File: config.mk
export PLATFORM = sky130hd
export DESIGN_NAME = int_root
export DESIGN_NICKNAME = d
export VERILOG_FILES = /design/src/rtl/int_root.sv
export SDC_FILE = /design/constraint.sdc
export NUM_CORES = 1
export LEC_CHECK = 0
export BUFFER_PORTS_ARGS = -buffer_cell sky130_fd_sc_hd__buf_2
export CAP_MARGIN = 20
export CELL_PAD_IN_SITES_DETAIL_PLACEMENT = 0
export CELL_PAD_IN_SITES_GLOBAL_PLACEMENT = 1
export CORE_ASPECT_RATIO = 0.75
export CORE_MARGIN = 2
export CORE_UTILIZATION = 30
export DETAILED_ROUTE_END_ITERATION = 8
export PLACE_DENSITY = 0.61
export SYNTH_ARGS = -nofsm -noshare
export SYNTH_HDL_FRONTEND = slang
export SYNTH_SLANG_ARGS = --single-unit
File: constraint.sdc
create_clock -name clk_i -period 5.3 [get_ports clk_i]
set_input_delay 0.265 -clock clk_i [delete_from_list [all_inputs] [get_ports clk_i]]
set_output_delay 0.265 -clock clk_i [all_outputs]
set_load 0.02 [all_outputs]
File: src/rtl/int_root.sv
// ---------------------------------------------------------------------------
// int_root -- multi-cycle integer n-th root unit.
//
// Computes root = floor(value ** (1/power)) for an 8-bit radicand and a 4-bit
// degree, returning a 4-bit root.  A 4-step bit-serial binary search picks
// the root one bit at a time (MSB first).  Each candidate is raised to the
// power by repeated multiplication into a 9-bit accumulator that saturates
// at 256, so "too big" is always detectable.
//
// Optional build macro:
//   INT_ROOT_EARLY_EXIT_EN  when defined, a multiply phase stops as soon as
//                           the accumulator saturates.  Results are the same
//                           but latency becomes data dependent.  Without it
//                           latency is fixed at 4*(power+2) cycles.
//
// Handshake: start_i is sampled only while the unit is idle (IDLE, or the
// DONE cycle, which also counts as idle).  An accepted start raises busy_o
// on the next cycle.  done_o pulses for one cycle on the same edge busy_o
// falls and root_o/exact_o/err_o take their final values.  Starts seen while
// busy are dropped, never queued.
//
// Ports:
//   clk_i      rising-edge clock
//   rst_ni     synchronous active-low reset
//   start_i    request, sampled while idle
//   value_i    radicand (latched on accepted start)
//   power_i    root degree (latched on accepted start)
//   busy_o     high from accepted start until done
//   done_o     one-cycle completion pulse
//   root_o     floor n-th root, held until the next accepted start
//   exact_o    root_o ** power == value
//   err_o      power == 0
//   state_o    current FSM state (debug visibility)
// ---------------------------------------------------------------------------
module int_root (
  input  logic       clk_i,
  input  logic       rst_ni,
  input  logic       start_i,
  input  logic [7:0] value_i,
  input  logic [3:0] power_i,
  output logic       busy_o,
  output logic       done_o,
  output logic [3:0] root_o,
  output logic       exact_o,
  output logic       err_o,
  output logic [2:0] state_o
);

  typedef enum logic [2:0] {
    S_IDLE = 3'd0,
    S_LOAD = 3'd1,
    S_MUL  = 3'd2,
    S_CMP  = 3'd3,
    S_DONE = 3'd4
  } state_t;

`ifdef INT_ROOT_EARLY_EXIT_EN
  localparam logic EarlyExit = 1'b1;
`else
  localparam logic EarlyExit = 1'b0;
`endif

  state_t      state_q;
  logic [7:0]  value_q;
  logic [3:0]  power_q;
  logic [3:0]  work_root_q;   // root accepted so far in the search
  logic        work_exact_q;  // exactness of work_root_q
  logic [1:0]  bit_q;         // bit index under trial
  logic [8:0]  acc_q;         // candidate ** k, 256 means "saturated"
  logic [3:0]  cnt_q;         // multiplies still to do

  logic [3:0]  cand;
  logic [12:0] prod;
  logic        sat;
  logic [8:0]  acc_d;
  logic        accept;
  logic [3:0]  root_d;
  logic        exact_d;

  assign cand  = work_root_q | (4'b0001 << bit_q);
  assign prod  = {4'b0000, acc_q} * {9'b0, cand};
  // Once acc holds 256 every later product is >= 256 (cand >= 1), so the
  // sentinel is sticky without extra state.
  assign sat   = (prod > 13'd255);
  assign acc_d = sat ? 9'd256 : prod[8:0];

  // Trial outcome in CMP: keep the candidate bit if cand**power <= value.
  assign accept  = (acc_q <= {1'b0, value_q});
  assign root_d  = accept ? cand : work_root_q;
  assign exact_d = accept ? (acc_q == {1'b0, value_q}) : work_exact_q;

  assign state_o = state_q;

  always_ff @(posedge clk_i) begin
    if (!rst_ni) begin
      state_q      <= S_IDLE;
      value_q      <= 8'd0;
      power_q      <= 4'd0;
      work_root_q  <= 4'd0;
      work_exact_q <= 1'b0;
      bit_q        <= 2'd0;
      acc_q        <= 9'd0;
      cnt_q        <= 4'd0;
      busy_o       <= 1'b0;
      done_o       <= 1'b0;
      root_o       <= 4'd0;
      exact_o      <= 1'b0;
      err_o        <= 1'b0;
    end else begin
      case (state_q)
        // DONE carries the completion pulse and is otherwise idle, so a new
        // start can be taken on the very next edge.
        S_IDLE, S_DONE: begin
          done_o <= 1'b0;
          if (start_i) begin
            value_q      <= value_i;
            power_q      <= power_i;
            work_root_q  <= 4'd0;
            // If no candidate is ever accepted the root is 0, exact iff 0.
            work_exact_q <= (value_i == 8'd0);
            bit_q        <= 2'd3;
            root_o       <= 4'd0;
            exact_o      <= 1'b0;
            err_o        <= 1'b0;
            busy_o       <= 1'b1;
            state_q      <= S_LOAD;
          end else begin
            state_q <= S_IDLE;
          end
        end

        S_LOAD: begin
          if (power_q == 4'd0) begin
            err_o   <= 1'b1;
            done_o  <= 1'b1;
            busy_o  <= 1'b0;
            state_q <= S_DONE;
          end else begin
            acc_q   <= 9'd1;
            cnt_q   <= power_q;
            state_q <= S_MUL;
          end
        end

        S_MUL: begin
          acc_q <= acc_d;
          cnt_q <= cnt_q - 4'd1;
          if ((cnt_q == 4'd1) || (EarlyExit && sat)) begin
            state_q <= S_CMP;
          end
        end

        S_CMP: begin
          work_root_q  <= root_d;
          work_exact_q <= exact_d;
          if (bit_q == 2'd0) begin
            root_o  <= root_d;
            exact_o <= exact_d;
            done_o  <= 1'b1;
            busy_o  <= 1'b0;
            state_q <= S_DONE;
          end else begin
            bit_q   <= bit_q - 2'd1;
            state_q <= S_LOAD;
          end
        end

        default: begin
          state_q <= S_IDLE;
          busy_o  <= 1'b0;
          done_o  <= 1'b0;
        end
      endcase
    end
  end

endmodule

==> results of run 1 <==
per-stage QoR:
| step | hold WS, ps | instances |
|---|---|---|
| floorplan | 401 | 374 |
| global placement | 442 | 523 |
| detailed placement | 446 | 523 |
| CTS | 206 | 531 |
| global route | 226 | 531 |
| finish | 207 | 531 |
area by class of cell:
cell class,instances,area (um^2),share of cell area (%)
Inverter,34,128,3.74
Clock inverter,2,12.5,0.367
Tap cell,132,165,4.84
Multi-Input combinational cell,288,1990,58.2
Clock buffer,6,129,3.78
Timing Repair Buffer,26,133,3.89
Sequential cell,43,861,25.2
cell usage after synthesis (2+ instances only):
library cell	instances
a21oi_1	27
a21o_1	2
nor2_1	32
a211o_1	3
clkbuf_1	9
and2_1	6
nand3b_1	3
a211oi_1	5
inv_1	33
a221oi_1	2
or2_2	2
fa_1	14
nand2_1	61
xor2_1	7
dfxtp_1	43
nor4_1	3
o21ai_0	17
nor2b_1	22
nand3_1	8
nor3_1	9
and3_1	2
ha_1	31
o21a_1	3
xnor2_1	2
nand2b_1	3
a31oi_1	4
state kept, by name, indices dropped and copies added, names as in the netlist:
register      cells
acc_q             9
bit_q             2
busy_o            1
cnt_q             4
done_o            1
err_o             1
exact_o           1
power_q           4
root_o            4
state_o           3
value_q           8
work_exact_q      1
work_root_q       4
tightest hold or removal path: stages:
cell,delay [ps]
buf_2,90
nand2_1,40
a21oi_1,50
power by group through the flow:
stage	Sequential (mW)	Combinational, mW	Clock (mW)
CTS	0.354	0.124	0.314
global route	0.357	0.141	0.329
detailed placement	0.361	0.123	0
global placement	0.361	0.122	0
finish	0.354	0.123	0.305
floorplan	0.365	0.0813	0
final timing paths:
path                            slack (ps)                       to                     from  cells after the start
worst max-delay path                  1030    acc_q[8]$_SDFFE_PN0P_    bit_q[0]$_SDFFE_PN0P_                     16
worst min-delay path                   210  power_q[0]$_SDFFE_PN0P_               power_i[0]                      3
worst max register to register        1030    acc_q[8]$_SDFFE_PN0P_    bit_q[0]$_SDFFE_PN0P_                     16
worst min register to register         460  value_q[3]$_SDFFE_PN0P_  value_q[3]$_SDFFE_PN0P_                      2
logic make-up after synthesis:
logic type | after synthesis | share of synthesized area, %
buffers and inverters | 43 | 5.37
XOR/XNOR | 9 | 2.62
flip-flops | 43 | 28.6
multiplexers | 1 | 0.333
adder cells (fa/ha/maj) | 45 | 22.2
AND/OR/NAND/NOR | 156 | 24.5
AO/OA/AOI/OAI | 77 | 16.4
metal layers:
layer / global-route usage, % / part of all wire [%] / vias up
met4: 3.14 / 0.78 / 0
met3: 3.09 / 2.7 / 6
li1: - / - / 1309
met1: 23.0 / 58 / 1183
met5: 0 / 0 / -
met2: 19.8 / 38 / 31
cell usage in the layout, fill, tap and decap left out, types with 2 or more instances in the layout:
master     netlist  layout
a31oi_1          4       4
a221oi_1         2       2
a21o_1           2       2
nor2b_1         22      22
or2_2            2       2
dfxtp_1         43      43
buf_2            0      25
fa_1            14      14
o21a_1           3       3
a211oi_1         5       5
ha_1            31      31
inv_1           33      33
xnor2_1          2       2
a21oi_1         27      27
and2_1           6       6
and3_1           2       2
clkbuf_16        0       5
nand3b_1         3       3
nand2_1         61      61
xor2_1           7       7
o21ai_0         17      17
a211o_1          3       3
nand2b_1         3       3
nor2_1          32      32
nand3_1          8       8
nor4_1           3       3
nor3_1           9       9
==> flow_summary.json, run 1 <==
{
  "outcome": "finished clean",
  "pre_cts_slack_ps": 1060,
  "drtAntennaViolNets": 0,
  "report.final.slew_viol_count": 0,
  "antenna_cells": 0,
  "setup_violations": 0,
  "dp_hpwl_mm": 5.72,
  "seq_power_share_pct": 45.3,
  "synth_top_area_cell": "dfxtp_1",
  "viasPerCell": 4.76,
  "avgSynthCellArea_um2": 8.04,
  "fp.dieH_um": 90.7,
  "drive_gt1_share_pct": 10.5,
  "worstSetupPathType": "flip-flop to flip-flop",
  "drtIter0Drc": 116,
  "grt_pass1_vias": 2468,
  "netlist-cell-type-count": 47,
  "fmax_mhz": 234,
  "cts.sinks": 43,
  "tns_ps": 0,
  "h-tree-depth": 2,
  "first_pass_iters": 4,
  "fin_util_pct": 35.2,
  "slew_headroom_pct": 47.4,
  "start_util_pct": 31.0,
  "cts_buffers": 5,
  "clock_power_share_pct": 39.0,
  "ys_seq_area_share_pct": 28.6,
  "rsz0062_at_grt": "false",
  "synth.area.top_cells": "dfxtp_1, ha_1, fa_1, nand2_1, nor2b_1",
  "worst_path_max_delay_cell": "fa_1",
  "antenna_found_initial": 0,
  "cts_buffer_depth": 2,
  "intPower_mw": 0.558,
  "place.gp.congestion": 0.819,
  "final_cell_area_um2": 3410,
  "io_pins": 26,
  "crit_buf_inv": 3,
  "p_leak_nw": 1.53,
  "synth_ff_type": "dfxtp_1",
  "cts_tree": "done",
  "critPathMaxStageDelay_ps": 530,
  "finalCriticalPeriod_ps": 4270,
  "wl_per_cell_um": 13.9,
  "p_sw_share_pct": 28.6,
  "p_comb_share_pct": 15.7,
  "cts.repair.resized": 0,
  "clk_pin_slew_ps": 60,
  "syn_inst": 374,
  "worst_slew_pin_slew_ps": 787,
  "maxCapViolations": 0,
  "grt_pass1_wl_mm": 12.5,
  "total_power_mw": 0.782,
  "yosys.area.top_type_share_pct": 28.6,
  "worstPathRequired_ps": 5480,
  "core_area_um2": 9700,
  "overflow": 0,
  "skew_ps": 5.39,
  "clockRootBuffer": "clkbuf_16",
  "syn_nets": 434,
  "placed_cell_area_um2": 3270,
  "yosys_warnings": 0,
  "path_max_fanout": 9,
  "crit_arrival_ps": 4450,
  "peakVddDrop_mv": 0.105,
  "critPathTopFamily": "adder cells",
  "cp-end-kind": "flip-flop",
  "cts-hold-fix-buffers": 0,
  "fin_crit_sh_pct": 80.5,
  "routed_wl_mm": 7.39,
  "start_kind": "flip-flop",
  "n_fill_cell": 1081,
  "finalHoldViolations": 0,
  "grt_max_degree": 28,
  "ys_ff_latch": 43,
  "synth_area_um2": 3010,
  "final_nets": 458,
  "min_path_type": "input port to flip-flop",
  "synth_edf_count": 0,
  "ys_async_sr_fraction_pct": 0,
  "cp_cell_sequence": "inv_1 > ha_1 > nor2_1 > nor2b_1 > fa_1 > inv_1 > fa_1 > inv_1 > ha_1 > a211o_1 > o211ai_2 > a21oi_2 > o41ai_2 > xor2_1 > nand4_2 > a22o_1",
  "clkLatencyLatePin_ps": 290,
  "core.rowCount": 31,
  "die_area_um2": 10900,
  "fin_ws_ps": 1030,
  "cellPowerDensity_nw_per_um2": 229,
  "cp_common_cell": "inv_1",
  "vias": 2529,
  "syn_to_final_growth_pct": 13.5,
  "portBuffers": 25,
  "drc": 0,
  "die_w_um": 120,
  "grt_usage_pct": 14.6,
  "cts_setup_buffers": 0,
  "p_switching_mw": 0.224
}
(Power assumes the default switching activity.)
==> run 2, diff against run 1 <==
- ABC_AREA: not set -> 1
- PLACE_DENSITY: 0.61 -> 0.64
- clock period: 5.3 -> 3.6 ns (I/O delays scaled with it)
==> run 2 against run 1 <==
Against the previous run:
- worst hold slack worse by 90 ps
- sequential cell count is the same
- non-clock buffer count is 31 higher
- critical path type unchanged
- synthesized cell count increased by 21%
- worst setup slack worse by 1000 ps
- first-iteration DRC count up 72%
- cell area increased by 22%
- combinational power grew to 3.0 times the previous value
- global-route usage is 1.1 points higher
==> flow_summary.json, run 2 <==
{
  "outcome": "finished clean",
  "multiInputGateArea_um2": 2260,
  "io_pins": 26,
  "fmax_mhz": 278,
  "portBuffers": 25,
  "rsz0062_at_grt": "true",
  "h-tree-depth": 2,
  "path_max_fanout": 7,
  "cp-end-kind": "flip-flop",
  "drtIter0Drc": 199,
  "fin_ws_ps": 8.02,
  "skew_ps": 7.08,
  "synth_edf_count": 0,
  "synth_common_cells": "nand2_1, inv_1, nor2_1",
  "pre_cts_slack_ps": -211,
  "finalCriticalPeriod_ps": 3590,
  "ys_seq_area_share_pct": 26.6,
  "total_power_mw": 1.47,
  "reg_top3": "acc_q x9, value_q x8",
  "n_fill_cell": 1087,
  "finalHoldViolations": 0,
  "worstPathRequired_ps": 3810,
  "min_path_type": "input port to flip-flop",
  "yosys_warnings": 0,
  "viasPerCell": 4.71,
  "start_util_pct": 31.1,
  "grt_pass1_vias": 2749,
  "overflow": 0,
  "avgSynthCellArea_um2": 7.17,
  "fp.dieH_um": 94.0,
  "yosys.area.top_type_share_pct": 26.6,
  "p_leak_nw": 1.99,
  "synth_most_common_cell": "nand2_1",
  "maxCapViolations": 0,
  "drc": 0,
  "fin_crit_sh_pct": 99.8,
  "vias": 3038,
  "synth_area_um2": 3240,
  "core_area_um2": 10400,
  "syn_nets": 512,
  "clkLatencyLatePin_ps": 290,
  "placed_cell_area_um2": 3630,
  "wl_per_cell_um": 13.7,
  "synth.area.top_cells": "dfxtp_1, ha_1, nand2_1, fa_1, inv_1",
  "grt_pass1_wl_mm": 14.1,
  "cts_tree": "done",
  "start_kind": "flip-flop",
  "holdWs_ps": 117,
  "netlist-cell-type-count": 42,
  "antenna_found_initial": 0,
  "cts_buffers": 5,
  "final_common_cell": "nand2_1",
  "ys_async_sr_fraction_pct": 0,
  "top_register": "acc_q",
  "layout_common_cells": "nand2_1, inv_1, nor2_1, dfxtp_1, a21oi_1",
  "instances_no_fill": 645,
  "grt_usage_pct": 15.7,
  "grt_max_degree": 24,
  "fin_util_pct": 40.0,
  "ff_latch_area_um2": 868,
  "place.gp.congestion": 0.845,
  "routed_wl_mm": 8.85,
  "cts.sinks": 43,
  "synth_ff_type": "dfxtp_1",
  "place_inst": 623,
  "first_pass_iters": 4,
  "ys_ff_latch": 43,
  "report.final.slew_viol_count": 0,
  "syn_to_final_growth_pct": 28.4,
  "core.rowCount": 32,
  "largest_reg_flops": 9,
  "antenna_cells": 0,
  "final_nets": 568,
  "clk_pin_slew_ps": 60,
  "peakVddDrop_mv": 0.201,
  "final_cell_area_um2": 4160,
  "clockRootBuffer": "clkbuf_16",
  "setup_violations": 0,
  "syn_inst": 452,
  "crit_arrival_ps": 3800,
  "cts-hold-fix-buffers": 0,
  "worstSetupPathType": "flip-flop to flip-flop",
  "slew_headroom_pct": 33.8,
  "dp_hpwl_mm": 6.61,
  "cts_buffer_depth": 2,
  "cellPowerDensity_nw_per_um2": 354,
  "die_area_um2": 11700,
  "tns_ps": 0,
  "synth_top_area_cell": "dfxtp_1",
  "drtAntennaViolNets": 0,
  "drive_gt1_share_pct": 27.5,
  "die_w_um": 124,
  "worst_slew_pin_slew_ps": 990
}
## run 2: report_power, final
part / switching (mW) / leakage (nW) / internal (mW)
registers: 0.0325 / 0.353 / 0.526
logic: 0.232 / 1.55 / 0.139
clock network: 0.199 / 0.0868 / 0.345
total: 0.464 / 1.99 / 1.01
## run 2: cell families after synthesis
| kind of cell | synth area share, % |
|---|---|
| flip-flops | 26.6 |
| XOR/XNOR | 1.35 |
| AND/OR/NAND/NOR | 26.2 |
| buffers and inverters | 10.4 |
| adder cells (fa/ha/maj) | 20.6 |
| AO/OA/AOI/OAI | 14.9 |
## run 2: worst max-delay path, stage by stage (launching register included)
cell and delay [ps]:
dfxtp_4 390, inv_4 40, ha_4 150, nor2_4 70, buf_6 120, buf_12 110
nor2_4 30, fa_1 550, inv_2 50, fa_1 500, inv_2 50, ha_4 240
or2_4 260, nand3b_4 100, nand2_4 60, nand2_4 80, nand2_4 60, nand2_4 70
nand2_4 50, nor2_4 210, nand4_1 130, a21oi_1 180
## run 2: what timing repair did
action                                  4_1_cts  5_1_grt
pin swaps                                    20       28
endpoints found under the setup margin        9        9
buffers inserted                             11        3
gates resized for setup                      29       32
## run 2: routing by layer
layer  wire length (um)  GRT usage [%]  part of all wire [%]  vias up
met5                  0              0                     0        -
met4                 95           3.56                   1.1        0
met3                404           3.52                   4.6       12
met2               3490           20.8                    39       60
met1               4850           25.0                    55     1409
li1                   -              -                     -     1557
## run 2: final timing paths
kind	start	end	slack [ps]	cells after the start
setup / recovery	bit_q[1]$_SDFFE_PN0P_	acc_q[5]$_SDFFE_PN0P_	8	21
hold / removal	power_i[1]	power_q[1]$_SDFFE_PN0P_	120	3
hold reg to reg	value_q[1]$_SDFFE_PN0P_	value_q[1]$_SDFFE_PN0P_	460	2
setup reg to reg	bit_q[1]$_SDFFE_PN0P_	acc_q[5]$_SDFFE_PN0P_	8	21
## run 2: final cells by class
class / count / share of cell area (%)
multi-input combinational: 321 / 54.3
timing repair buffer: 57 / 9.26
inverter: 80 / 7.28
clock inverter: 2 / 0.842
sequential: 43 / 20.9
tap: 136 / 4.09
clock buffer: 6 / 3.34
==> run 3, diff against run 2 <==
- ABC_AREA: 1 -> not set
- PLACE_DENSITY: 0.64 -> 0.59
==> run 3 against run 2 <==
Against the previous run:
- global-route usage barely moved
- maximum frequency increased by 1.0%
- cell area shrank 6.5%
- sequential cell count unchanged
- via count shrank 12%
- clock skew is essentially flat
- critical path depth decreased by 4
- largest cell class unchanged
==> flow_summary.json, run 3 (synthesis gave the netlist of run 1 again) <==
{
  "crit_arrival_ps": 3780,
  "cts-hold-fix-buffers": 0,
  "final_nets": 492,
  "syn_to_final_growth_pct": 29.3,
  "cts_buffer_depth": 2,
  "drtAntennaViolNets": 0,
  "antenna_found_initial": 0,
  "maxCapViolations": 0,
  "cts_tree": "done",
  "finalCriticalPeriod_ps": 3560,
  "report.final.slew_viol_count": 0,
  "final_cell_area_um2": 3890,
  "core.rowCount": 31,
  "worst_path_max_delay_cell": "fa_1",
  "grt_pass1_wl_mm": 13.4,
  "start_util_pct": 31.0,
  "overflow": 0,
  "skew_ps": 7.22,
  "worstSetupPathType": "flip-flop to flip-flop",
  "drc": 0,
  "clockRootBuffer": "clkbuf_16",
  "holdWs_ps": 124,
  "finalHoldViolations": 0,
  "worst_slew_pin_slew_ps": 804,
  "outcome": "finished clean",
  "h-tree-depth": 2,
  "cts.sinks": 43,
  "first_pass_iters": 4,
  "die_w_um": 120,
  "fmax_mhz": 281,
  "drive_gt1_share_pct": 24.7,
  "critPathTopFamily": "adder cells",
  "cts_buffers": 5,
  "critPathMaxStageDelay_ps": 490,
  "path_max_fanout": 8,
  "peakVddDrop_mv": 0.157,
  "fin_ws_ps": 43.6,
  "die_area_um2": 10900,
  "min_path_type": "input port to flip-flop",
  "core_area_um2": 9700,
  "cp_cell_sequence": "inv_4 > ha_4 > nor2_4 > nor2b_2 > fa_1 > inv_1 > fa_1 > inv_2 > ha_4 > a211o_1 > o211ai_2 > buf_4 > o2bb2ai_1 > xor2_1 > nand4_2 > buf_6 > o22ai_1",
  "dp_hpwl_mm": 6.14,
  "instances_no_fill": 565,
  "top_register": "acc_q",
  "clk_pin_slew_ps": 60,
  "grt_usage_pct": 15.7,
  "place.gp.congestion": 0.821,
  "setup_violations": 0,
  "drtIter0Drc": 179,
  "pre_cts_slack_ps": -251,
  "clkLatencyLatePin_ps": 290,
  "grt_pass1_vias": 2593,
  "start_kind": "flip-flop",
  "grt_max_degree": 28,
  "fin_crit_sh_pct": 98.8,
  "largest_reg_flops": 9,
  "antenna_cells": 0,
  "n_fill_cell": 1004,
  "ff_latch_area_um2": 868,
  "reg_top3": "acc_q x9, value_q x8",
  "portBuffers": 25,
  "rsz0062_at_grt": "true",
  "cellPowerDensity_nw_per_um2": 333,
  "routed_wl_mm": 7.91,
  "vias": 2673,
  "io_pins": 26,
  "multiInputGateArea_um2": 2140,
  "worstPathRequired_ps": 3820,
  "layout_common_cells": "nand2_1, dfxtp_1, buf_4, nor2_1",
  "final_common_cell": "nand2_1",
  "p_leak_nw": 1.72,
  "crit_buf_inv": 5,
  "viasPerCell": 4.73,
  "placed_cell_area_um2": 3530,
  "cp-end-kind": "flip-flop",
  "slew_headroom_pct": 46.3,
  "wl_per_cell_um": 14.0,
  "place_inst": 551,
  "fp.dieH_um": 90.7
}
run 3: cell count changes in the layout (fill, tap and decap cells not counted), moves of 7 or more:
| cell | delta |
|---|---|
| nor2b_1 | +19 |
| inv_2 | -13 |
| inv_1 | -35 |
| nor3_1 | +7 |
| nand2_1 | -15 |
| o21ai_0 | -21 |
| nand2_2 | -7 |
| nand4_1 | -8 |
| a21oi_1 | -10 |
| nand2_4 | -7 |
| nor2_1 | -22 |
run 3: worst paths after layout:
| kind | startpoint | endpoint | slack, ps | cells past startpoint |
|---|---|---|---|---|
| worst max-delay path | bit_q[0]$_SDFFE_PN0P_ | acc_q[0]$_SDFFE_PN0P_ | 40 | 17 |
| worst min-delay path | power_i[1] | power_q[1]$_SDFFE_PN0P_ | 120 | 3 |
| worst max register to register | bit_q[0]$_SDFFE_PN0P_ | acc_q[0]$_SDFFE_PN0P_ | 40 | 17 |
| worst min register to register | value_q[2]$_SDFFE_PN0P_ | value_q[2]$_SDFFE_PN0P_ | 460 | 2 |
run 3: timing repair:
action | CTS | global route
setup buffers | 6 | 0
resized for setup | 37 | 6
pin swaps | 24 | 12
setup endpoints to repair | 9 | 9
run 3: routing by layer:
metal,up-vias,part of all wire (%),track usage (%),wire length [um]
met2,39,40,21.9,3160
li1,1384,-,-,-
met3,4,3.4,3.28,266
met4,0,0.71,4.22,56
met5,-,0,0,0
met1,1246,56,23.9,4420
run 3: final cells by class:
class,instances,share of cell area [%]
Sequential cell,43,22.3
Timing Repair Buffer,60,10.4
Inverter,34,3.41
Clock inverter,2,0.997
Multi-Input combinational cell,288,55.1
Tap cell,132,4.25
Clock buffer,6,3.57
run 3: worst register-to-register path: stages (launching register included):
cell and delay, ps:
dfxtp_4 400, inv_4 50, ha_4 170, nor2_4 180, nor2b_2 60, fa_1 480, inv_1 50, fa_1 490
inv_2 50, ha_4 200, a211o_1 300, o211ai_2 100, buf_4 160, o2bb2ai_1 140, xor2_1 230, nand4_2 150
buf_6 160, o22ai_1 130
run 3: power by group:
group / internal, mW / switching (mW) / total, mW / leakage [nW]
registers: 0.501 / 0.0236 / 0.525 / 0.352
clock network: 0.349 / 0.200 / 0.549 / 0.0875
logic: 0.0929 / 0.128 / 0.221 / 1.28
total: 0.943 / 0.352 / 1.29 / 1.72
run 3: stage by stage:
step                      setup TNS [ps]  power [mW]  util (%)
after global placement              -976       0.740      36.4
after global routing                -875        1.37      40.1
after detailed placement           -1850       0.739      36.4
after floorplan                        0       0.661         -
final                                  0        1.29      40.1
after CTS                           -150        1.31      39.9
